[src/rtl/bnn_pkg.sv]
// Shared types and helpers for the binary 3x3 convolution engine.
// The window helpers fix the pixel-to-weight-bit mapping in one place.
package bnn_pkg;

    typedef enum logic [2:0] {
        ST_IDLE,
        ST_WLOAD,
        ST_HDR,
        ST_FILL,
        ST_CONV,
        ST_DONE
    } state_e;

    localparam int MIN_N = 3;
    localparam int POP_W = 4;
    localparam int WIN_W = 9;
    localparam logic [15:0] END_MARK_DEF = 16'h00FF;

    // Oldest row lands in weight bits [2:0], newest row in [8:6].
    function automatic logic [WIN_W-1:0] window_bits(input logic [2:0] row_old,
                                                     input logic [2:0] row_mid,
                                                     input logic [2:0] row_new);
        return {row_new, row_mid, row_old};
    endfunction

    function automatic logic [POP_W-1:0] popcount9(input logic [WIN_W-1:0] v);
        logic [POP_W-1:0] p;
        p = '0;
        for (int i = 0; i < WIN_W; i++) begin
            p = p + POP_W'(v[i]);
        end
        return p;
    endfunction

endpackage

[src/rtl/bnn_row_conv.sv]
// One filter applied across a full output row: XNOR-popcount per column, thresholded.
// Columns past the image width are computed anyway; the caller masks them.
module bnn_row_conv
    import bnn_pkg::*;
#(
    parameter int DATA_W = 16
) (
    input  logic [DATA_W-1:0] row_n2,
    input  logic [DATA_W-1:0] row_n1,
    input  logic [DATA_W-1:0] row_n,
    input  logic [WIN_W-1:0]  weight,
    input  logic [POP_W-1:0]  thresh,
    output logic [DATA_W-1:0] out_row
);

    logic [DATA_W+1:0] pad_n2;
    logic [DATA_W+1:0] pad_n1;
    logic [DATA_W+1:0] pad_n;
    logic [WIN_W-1:0]  win;
    logic [POP_W-1:0]  pop;

    // Two zero columns on the left keep every 3-wide slice in range.
    assign pad_n2 = {2'b00, row_n2};
    assign pad_n1 = {2'b00, row_n1};
    assign pad_n  = {2'b00, row_n};

    always_comb begin
        out_row = '0;
        win     = '0;
        pop     = '0;
        for (int j = 0; j < DATA_W; j++) begin
            win        = window_bits(pad_n2[j +: 3], pad_n1[j +: 3], pad_n[j +: 3]);
            pop        = popcount9(win ~^ weight);
            out_row[j] = (pop > thresh);
        end
    end

endmodule

[src/rtl/bnn_conv_engine.sv]
// Streams binary images from input SRAM, runs NUM_FILT 3x3 XNOR-popcount filters
// per output row and writes one result word per filter to output SRAM.
module bnn_conv_engine
    import bnn_pkg::*;
#(
    parameter int                DATA_W   = 16,
    parameter int                ADDR_W   = 12,
    parameter int                NUM_FILT = 4,
    parameter logic [DATA_W-1:0] END_MARK = DATA_W'(END_MARK_DEF)
) (
    input  logic              clk,
    input  logic              reset,
    input  logic              run,
    input  logic [3:0]        cfg_thresh,
    output logic              busy,
    output logic              done,
    output logic              err,
    output logic [ADDR_W-1:0] dut_sram_read_address,
    input  logic [DATA_W-1:0] sram_dut_read_data,
    output logic [ADDR_W-1:0] dut_sram_write_address,
    output logic [DATA_W-1:0] dut_sram_write_data,
    output logic              wr_enable,
    output logic [ADDR_W-1:0] dut_wmem_read_address,
    input  logic [DATA_W-1:0] wmem_dut_read_data
);

    localparam int CNT_W = 4;
    localparam int N_W   = $clog2(DATA_W + 1);

    state_e             state_q, state_d;
    logic [CNT_W-1:0]   cnt_q, cnt_d;
    logic [1:0]         fill_left_q, fill_left_d;
    logic [N_W-1:0]     rows_left_q, rows_left_d;
    logic [N_W-1:0]     n_q, n_d;
    logic [POP_W-1:0]   thresh_q, thresh_d;
    logic               busy_q, busy_d;
    logic               done_q, done_d;
    logic               err_q, err_d;
    logic [ADDR_W-1:0]  rd_addr_q, rd_addr_d;
    logic               rd_fresh_q, rd_fresh_d;
    logic [ADDR_W-1:0]  wm_addr_q, wm_addr_d;
    logic [ADDR_W-1:0]  out_cnt_q, out_cnt_d;
    logic               wr_en_q, wr_en_d;
    logic [ADDR_W-1:0]  wr_addr_q, wr_addr_d;
    logic [DATA_W-1:0]  wr_data_q, wr_data_d;
    logic [DATA_W-1:0]  row_n2_q, row_n2_d;
    logic [DATA_W-1:0]  row_n1_q, row_n1_d;
    logic [DATA_W-1:0]  row_n_q, row_n_d;
    logic [WIN_W-1:0]   wreg_q [NUM_FILT];
    logic [WIN_W-1:0]   wreg_d [NUM_FILT];

    logic [DATA_W-1:0]  filt_row [NUM_FILT];
    logic [DATA_W-1:0]  sel_row;
    logic [DATA_W-1:0]  col_mask;
    logic [DATA_W-1:0]  hdr;
    logic               hdr_bad;
    logic               unused_wbits;

    assign hdr          = sram_dut_read_data;
    assign hdr_bad      = (hdr < DATA_W'(MIN_N)) || (hdr > DATA_W'(DATA_W));
    assign unused_wbits = ^wmem_dut_read_data[DATA_W-1:WIN_W];

    for (genvar gf = 0; gf < NUM_FILT; gf++) begin : g_filt
        bnn_row_conv #(.DATA_W(DATA_W)) u_row_conv (
            .row_n2  (row_n2_q),
            .row_n1  (row_n1_q),
            .row_n   (row_n_q),
            .weight  (wreg_q[gf]),
            .thresh  (thresh_q),
            .out_row (filt_row[gf])
        );
    end

    always_comb begin
        sel_row = '0;
        for (int f = 0; f < NUM_FILT; f++) begin
            if (cnt_q == CNT_W'(f)) sel_row = filt_row[f];
        end
    end

    // Only columns 0..N-3 have a complete 3x3 window.
    always_comb begin
        col_mask = '0;
        for (int j = 0; j < DATA_W; j++) begin
            if (j < int'(n_q) - 2) col_mask[j] = 1'b1;
        end
    end

    always_comb begin
        state_d     = state_q;
        cnt_d       = cnt_q;
        fill_left_d = fill_left_q;
        rows_left_d = rows_left_q;
        n_d         = n_q;
        thresh_d    = thresh_q;
        busy_d      = busy_q;
        err_d       = err_q;
        rd_addr_d   = rd_addr_q;
        wm_addr_d   = wm_addr_q;
        out_cnt_d   = out_cnt_q;
        wr_addr_d   = wr_addr_q;
        wr_data_d   = wr_data_q;
        row_n2_d    = row_n2_q;
        row_n1_d    = row_n1_q;
        row_n_d     = row_n_q;
        wreg_d      = wreg_q;
        done_d      = 1'b0;
        wr_en_d     = 1'b0;
        rd_fresh_d  = 1'b0;

        case (state_q)
            ST_IDLE: begin
                if (run) begin
                    thresh_d   = cfg_thresh;
                    err_d      = 1'b0;
                    busy_d     = 1'b1;
                    rd_addr_d  = '0;
                    rd_fresh_d = 1'b1;
                    wm_addr_d  = '0;
                    out_cnt_d  = '0;
                    cnt_d      = '0;
                    state_d    = ST_WLOAD;
                end
            end
            // Weight data trails its address by one cycle, hence NUM_FILT+1 cycles.
            ST_WLOAD: begin
                wm_addr_d = wm_addr_q + ADDR_W'(1);
                for (int f = 0; f < NUM_FILT; f++) begin
                    if (cnt_q == CNT_W'(f + 1)) wreg_d[f] = wmem_dut_read_data[WIN_W-1:0];
                end
                if (cnt_q == CNT_W'(NUM_FILT)) begin
                    state_d = ST_HDR;
                end else begin
                    cnt_d = cnt_q + CNT_W'(1);
                end
            end
            ST_HDR: begin
                if (!rd_fresh_q) begin
                    if (hdr == END_MARK) begin
                        done_d  = 1'b1;
                        state_d = ST_DONE;
                    end else if (hdr_bad) begin
                        err_d   = 1'b1;
                        done_d  = 1'b1;
                        state_d = ST_DONE;
                    end else begin
                        n_d         = N_W'(hdr);
                        rows_left_d = N_W'(hdr);
                        fill_left_d = 2'd3;
                        rd_addr_d   = rd_addr_q + ADDR_W'(1);
                        rd_fresh_d  = 1'b1;
                        state_d     = ST_FILL;
                    end
                end
            end
            ST_FILL: begin
                if (!rd_fresh_q) begin
                    row_n2_d    = row_n1_q;
                    row_n1_d    = row_n_q;
                    row_n_d     = sram_dut_read_data;
                    rows_left_d = rows_left_q - N_W'(1);
                    if (fill_left_q == 2'd1) begin
                        cnt_d   = '0;
                        state_d = ST_CONV;
                    end else begin
                        fill_left_d = fill_left_q - 2'd1;
                        rd_addr_d   = rd_addr_q + ADDR_W'(1);
                        rd_fresh_d  = 1'b1;
                    end
                end
            end
            // The next word (row or header) is always rd_addr+1; fetching it on the
            // first write cycle hides the read latency behind the writes.
            ST_CONV: begin
                wr_en_d   = 1'b1;
                wr_addr_d = out_cnt_q;
                wr_data_d = sel_row & col_mask;
                out_cnt_d = out_cnt_q + ADDR_W'(1);
                if (cnt_q == '0) begin
                    rd_addr_d  = rd_addr_q + ADDR_W'(1);
                    rd_fresh_d = 1'b1;
                end
                if (cnt_q == CNT_W'(NUM_FILT - 1)) begin
                    if (rows_left_q != '0) begin
                        fill_left_d = 2'd1;
                        state_d     = ST_FILL;
                    end else begin
                        state_d = ST_HDR;
                    end
                end else begin
                    cnt_d = cnt_q + CNT_W'(1);
                end
            end
            ST_DONE: begin
                busy_d  = 1'b0;
                state_d = ST_IDLE;
            end
            default: state_d = ST_IDLE;
        endcase
    end

    always_ff @(posedge clk) begin
        if (reset) begin
            state_q     <= ST_IDLE;
            cnt_q       <= '0;
            fill_left_q <= '0;
            rows_left_q <= '0;
            n_q         <= '0;
            thresh_q    <= '0;
            busy_q      <= 1'b0;
            done_q      <= 1'b0;
            err_q       <= 1'b0;
            rd_addr_q   <= '0;
            rd_fresh_q  <= 1'b0;
            wm_addr_q   <= '0;
            out_cnt_q   <= '0;
            wr_en_q     <= 1'b0;
            wr_addr_q   <= '0;
            wr_data_q   <= '0;
            row_n2_q    <= '0;
            row_n1_q    <= '0;
            row_n_q     <= '0;
            for (int f = 0; f < NUM_FILT; f++) wreg_q[f] <= '0;
        end else begin
            state_q     <= state_d;
            cnt_q       <= cnt_d;
            fill_left_q <= fill_left_d;
            rows_left_q <= rows_left_d;
            n_q         <= n_d;
            thresh_q    <= thresh_d;
            busy_q      <= busy_d;
            done_q      <= done_d;
            err_q       <= err_d;
            rd_addr_q   <= rd_addr_d;
            rd_fresh_q  <= rd_fresh_d;
            wm_addr_q   <= wm_addr_d;
            out_cnt_q   <= out_cnt_d;
            wr_en_q     <= wr_en_d;
            wr_addr_q   <= wr_addr_d;
            wr_data_q   <= wr_data_d;
            row_n2_q    <= row_n2_d;
            row_n1_q    <= row_n1_d;
            row_n_q     <= row_n_d;
            wreg_q      <= wreg_d;
        end
    end

    assign busy                   = busy_q;
    assign done                   = done_q;
    assign err                    = err_q;
    assign dut_sram_read_address  = rd_addr_q;
    assign dut_wmem_read_address  = wm_addr_q;
    assign dut_sram_write_address = wr_addr_q;
    assign dut_sram_write_data    = wr_data_q;
    assign wr_enable              = wr_en_q;

endmodule

[config.mk]
export PLATFORM = sky130hd
export DESIGN_NAME = bnn_conv_engine
export DESIGN_NICKNAME = d
export VERILOG_FILES = /design/src/rtl/bnn_pkg.sv /design/src/rtl/bnn_row_conv.sv /design/src/rtl/bnn_conv_engine.sv
export SDC_FILE = /design/constraint.sdc
export NUM_CORES = 2
export LEC_CHECK = 0
export CAP_MARGIN = 20
export CORE_MARGIN = 2
export CORE_UTILIZATION = 64
export CTS_CLUSTER_SIZE = 28
export DETAILED_ROUTE_END_ITERATION = 8
export GPL_TIMING_DRIVEN = 0
export PLACE_DENSITY = 0.83
export SYNTH_ARGS = -nofsm -noshare
export SYNTH_HDL_FRONTEND = slang
export SYNTH_HIERARCHICAL = 1
export SYNTH_SLANG_ARGS = --single-unit
[constraint.sdc]
create_clock -name clk -period 5.5 [get_ports clk]
set_input_delay 1.1 -clock clk [delete_from_list [all_inputs] [get_ports clk]]
set_output_delay 1.1 -clock clk [all_outputs]
set_load 0.05 [all_outputs]
; ---- Word-level counts from Yosys, hierarchy flattened
; Index checks and enable logic that the tools add are counted.
[totals]
ram_bits = 0
out_inout_bits = 56
regBits = 176
mem_count = 0
rom_bits = 0
latch_bits = 0
inputBits = 39
[classes]
n_eq_ne = 25
n_reduce_logical = 29
bitwise = 69
multipliers = 0
div = 0
n_shift = 0
n_addsub = 519
n_mux = 77
order_cmp = 82
[ops]
columns = cell, count
row1 = adder 4 x 1 -> 4 bit, 448
row2 = XNOR 9 bit, 56
row3 = > comparator 4 bit, 64
row4 = adder 1 x 1 -> 2 bit, 64
row5 = two-way mux 12 bit, 7
row6 = two-way mux 16 bit, 4
row7 = < comparator 5 x 6 -> 1 bit (first input constant), 8
row8 = case mux 12 bit (2 select lines), 2
row9 = case mux 12 bit (4 select lines), 1
row10 = adder 12 x 1 -> 12 bit (second input constant), 3
row11 = XNOR 7 x 9 -> 9 bit, 4
row12 = XNOR 8 x 9 -> 9 bit, 4
row13 = two-way mux 1 bit, 32
row14 = != test 2 bit (second input constant), 14
row15 = < comparator 4 x 6 -> 1 bit (first input constant), 4
row16 = two-way mux 3 bit, 8
row17 = two-way mux 4 bit, 5
row18 = two-way mux 5 bit, 4
row19 = AND reduction 2 bit, 9
row20 = AND 16 bit, 1
row21 = equality test 16 x 8 -> 1 bit (second input constant), 1
row22 = > comparator 16 x 5 -> 1 bit (second input constant), 1
row23 = < comparator 16 x 2 -> 1 bit (second input constant), 1
row24 = case mux 4 bit (4 select lines), 1
row25 = 33 further kinds, 55

; ---- Logic depth before layout (Yosys ltp)
[depth]
ltp_word = 15
depth_mapped = 20
depth_no_buf = 18

; ---- By module
; Netlist, hierarchy kept.
[modules_own_cells]
columns = mod, instances, area_each_um2, cells_per_inst
row1 = bnn_row_conv (g_filt[1].u_row_conv ...), 2, 5704.2, 605
row2 = bnn_conv_engine, 1, 8006.4, 1005
row3 = bnn_row_conv (g_filt[0].u_row_conv), 1, 5708.0, 602
row4 = bnn_row_conv (g_filt[2].u_row_conv), 1, 5706.7, 603

; ---- Least setup slack after synthesis
; OpenSTA, ideal clock, no wires.
[synth_timing]
path_kind = reg2reg
startpoint = reg row_n2_q[10]
endpoint = reg wr_data_q[10] (netlist: dut_sram_write_data[10])
t_arrival_ns = 4.784
n_path_buf = 0
stages_incl_launch_ff = 19
setup_slack_ns = 0.646
path_cell_list = dfxtp_1 -> xor2_1 -> fa_1 -> fa_1 -> fa_1 -> inv_1 -> fa_1 -> inv_1 -> fa_1 -> inv_1 -> ha_1 -> nand4_1 -> o21ai_0 -> a21oi_1 -> inv_1 -> a2111oi_0 -> a22oi_1 -> a311o_1 -> a21oi_1
[synth_lines]
columns = item, line_no
row1 = start: declaration, bnn_conv_engine.sv:46  ; logic [DATA_W-1:0] row_n2_q, row_n2_d;
row2 = start signal: assignment, bnn_conv_engine.sv:241  ; row_n2_q <= row_n2_d;
row3 = end signal: assignment, bnn_conv_engine.sv:240  ; wr_data_q <= wr_data_d;
row4 = end: declaration, bnn_conv_engine.sv:45  ; logic [DATA_W-1:0] wr_data_q, wr_data_d;

==> impl_metrics.py <==
metrics = {
    "global_routing": {
        "grtUsageTotal_pct": 39.0,
        "antenna_found_initial": 3,
        "grt-ovfl-total": 0,
        "grt_pass1_wl_um": 149000,
        "grt_start_max_net_pins": 36,
        "grt_pass1_vias": 26600,
    },
    "setup_path": {
        "cpMostUsedCell": "fa_1",
        "worst-path-max-fanout": 10,
        "criticalPathCategory": "reg2reg",
        "worst-path-buf-inv": 4,
        "crit_cells": 17,
        "critPathMaxStageDelay_ns": 0.55,
        "required_ns": 5.90,
        "crit_arrival_ns": 5.89,
        "start_kind": "flop",
        "critPathTopFamily": "adder cells",
        "crit_path_top_delay_cell": "fa_1",
        "r2r-end": "dut_sram_write_data[7]",
        "r2r_slack_ns": 0.007,
        "reg2reg_from": "wreg_q[11]",
        "cp_cell_sequence": "buf_6 > buf_6 > xnor2_1 > fa_1 > inv_1 > fa_1 > fa_1 > inv_1 > ha_1 > fa_1 > xnor2_1 > ha_1 > and4_1 > a21oi_1 > o21ai_0 > o21ai_1 > a22o_1",
        "cp-end-kind": "flop",
        "startpoint": "wreg_q[11]",
        "r2r_cells": 17,
        "critPathCapture": "dut_sram_write_data[7]",
    },
    "routing": {
        "drt-initial-drc-count": 2799,
        "drcViolationCount": 6,
        "avgViaCountPerCell": 6.23,
        "post_drt_wl_per_cell_um": 23.1,
        "ant_nets": 0,
        "wl_um": 96800,
        "dr.pass1.iters": 9,
        "vias": 26100,
    },
    "place": {
        "io_buffers": 87,
        "hpwl_um": 71200,
        "place_ws_ns": -0.660,
        "dpl_cell_area_um2": 33100,
        "gp_congestion": 1.01,
    },
    "timing": {
        "slew-limit-headroom_pct": 8.13,
        "worst_slew_pin_slew_ns": 1.38,
        "setup_viol": 0,
        "fin_skew_ns": 0.0176,
        "drv_slew": 0,
        "finalSetupTns_ns": 0,
        "fmax_mhz": 182,
        "fin_crit_ns": 5.49,
        "setup_ws_ns": 0.00654,
        "finalCritPeriodShare_pct": 99.9,
        "hold_viol_final": 0,
    },
    "logic_synthesis": {
        "ys.flop_type": "dfxtp_1",
        "synth_top_family_by_area": "adder cells",
        "synth_edf_count": 0,
        "ys_types": 82,
        "synthMuxAreaShare_pct": 0.629,
        "synth_seq_area_share_pct": 11.4,
        "synthArstFlopShare_pct": 0,
        "ys_top_cells_by_area": "fa_1 21%, ha_1 18%, dfxtp_1 11%",
        "ys_ff_latch": 176,
        "syn_nets": 4222,
        "synth_top_area_share_pct": 20.8,
        "yosys.area.top_type": "fa_1",
        "synth_warnings": 6,
        "yosysMostFrequentCell": "inv_1",
        "synth_area_um2": 30800,
        "synth_xor_area_share_pct": 17.2,
        "synth-simple-area-share_pct": 10.6,
        "syn_inst": 3420,
        "synthTopCellsByCount": "509 x inv_1, 443 x ha_1, 348 x xor2_1",
        "synth_fa_ha_area_share_pct": 38.8,
        "synth.avg_cell_area_um2": 9.01,
        "synth_compound_area_share_pct": 10.9,
    },
    "outcome": {
        "status": "finished with violations",
        "violations": "DRC",
    },
    "layout": {
        "fillers": 3378,
        "seq_area_um2": 3590,
        "multi_input_area_um2": 24200,
        "areaGrowthSynthToFinish_pct": 10.1,
        "nets": 4365,
        "drive_above_1_share_pct": 6.35,
        "finalInstanceArea_um2": 33900,
    },
    "floorplan": {
        "die_y_um": 223,
        "rows": 80,
        "dieArea_um2": 49900,
        "dieWidth_um": 223,
        "fp.coreArea_um2": 47600,
        "ios": 95,
        "start_util_pct": 64.7,
    },
    "clock_network": {
        "clk_latency_ns": 0.46,
        "cts_tree": "done",
        "cts_root_buf": "clkbuf_16",
        "cts.clk_slew.worst_paths_ns": 0.08,
        "htree_levels": 4,
        "holdBufCountCts": 0,
        "cts_buffer_depth": 2,
        "numCtsBuffers": 17,
        "cts_sinks": 176,
    },
    "power_and_ir_drop": {
        "ir_drop_mv": 0.237,
        "power.total_mw": 3.94,
        "powerDensity_nw_per_um2": 116,
        "leakage_nw": 16.6,
    },
    "min_path": {
        "hold_path.class": "reg2reg",
    },
    "job": {
        "drv_cap": 0,
    },
}
## placed cells by master (no fill, tap or decap), drive strengths merged, types with 6 or more instances in the layout
master	instances
xnor2	256
a32o	10
o31ai	8
nor2	112
nor2b	124
ha	443
and3	6
o211ai	27
a221oi	13
nand4	47
and4	24
xor2	348
a31oi	9
nand3	26
o21a	18
clkbuf	71
or3b	7
a21oi	270
nand2	236
dfxtp	176
or3	10
o311ai	9
nand2b	8
inv	518
fa	320
clkdlybuf4s50	87
nor3	12
or2	7
o21bai	13
o21ai	141
mux2i	16
buf	123
## cells by family after synthesis
family	count (synthesis)
adders and majority gates	763
AOI/OAI and AO/OA	565
xor gates and xnor gates	604
and+or+nand+nor	644
DFF	176
buffers and inverters	649
muxes	19
## how the worst min path moves through the flow
stage | start | end | slack (ns) | depth (start not counted)
global placement | dut_sram_write_data[15] | dut_sram_write_data[15] | 0.43 | 2
CTS | dut_sram_write_data[15] | dut_sram_write_data[15] | 0.45 | 2
finish | dut_sram_write_data[15] | dut_sram_write_data[15] | 0.45 | 2
detailed placement | dut_sram_write_data[15] | dut_sram_write_data[15] | 0.43 | 2
floorplan | out_cnt_q[11] | dut_sram_write_address[11] | 0.44 | 2
global route | dut_sram_write_address[0] | dut_sram_write_address[0] | 0.48 | 2
## per-stage QoR
step	cells	hold WS [ns]	utilization, %
floorplan	3420	0.440	-
global placement	4122	0.435	68.1
detailed placement	4149	0.432	69.4
CTS	4181	0.449	70.8
global route	4192	0.478	71.2
finish	4192	0.450	71.2
## power breakdown
group	internal, mW	switching [mW]	leakage, nW
clock	0.606	0.643	0.276
sequential	1.28	0.0277	1.44
combinational	0.489	0.891	14.8
## final cells by class
type,count,share of cell area [%]
antenna,1,0.00737
timing repair buffer,124,4.62
tap,615,2.27
clock inverter,14,0.431
multi-input combinational,2595,71.3
inverter,510,5.64
clock buffer,18,1.26
sequential,176,10.6
buffer,139,3.90
## what timing repair did
| action | 4_1_cts | 5_1_grt |
|---|---|---|
| resized for setup | 36 | 34 |
| endpoints found under the setup margin | 13 | 13 |
| buffers inserted | 0 | 9 |
| pin swaps | 0 | 2 |
## sequential cells by signal, indices dropped and copies added, names as in the netlist, 4 cells and up
signal / cells
cnt_q: 4
dut_wmem_read_address: 12
row_n1_q: 16
rows_left_q: 5
wreg_q: 36
dut_sram_read_address: 12
row_n_q: 16
dut_sram_write_data: 16
row_n2_q: 16
out_cnt_q: 12
thresh_q: 4
dut_sram_write_address: 12
n_q: 5
## tightest hold or removal path, cell delays in order (launching register included)
cell and delay, ns:
dfxtp_1 0.32, nand2_1 0.05, nand2_1 0.04
## metal layers
layer / up-vias / part of all wire (%) / global-route usage, %
li1: 11400 / - / -
met1: 12500 / 35 / 47.3
met2: 1667 / 42 / 58.8
met3: 534 / 13 / 11.0
met4: 6 / 9.2 / 29.1
met5: - / 0.18 / 2.15
Note: power is estimated with default switching activity, not from simulation.
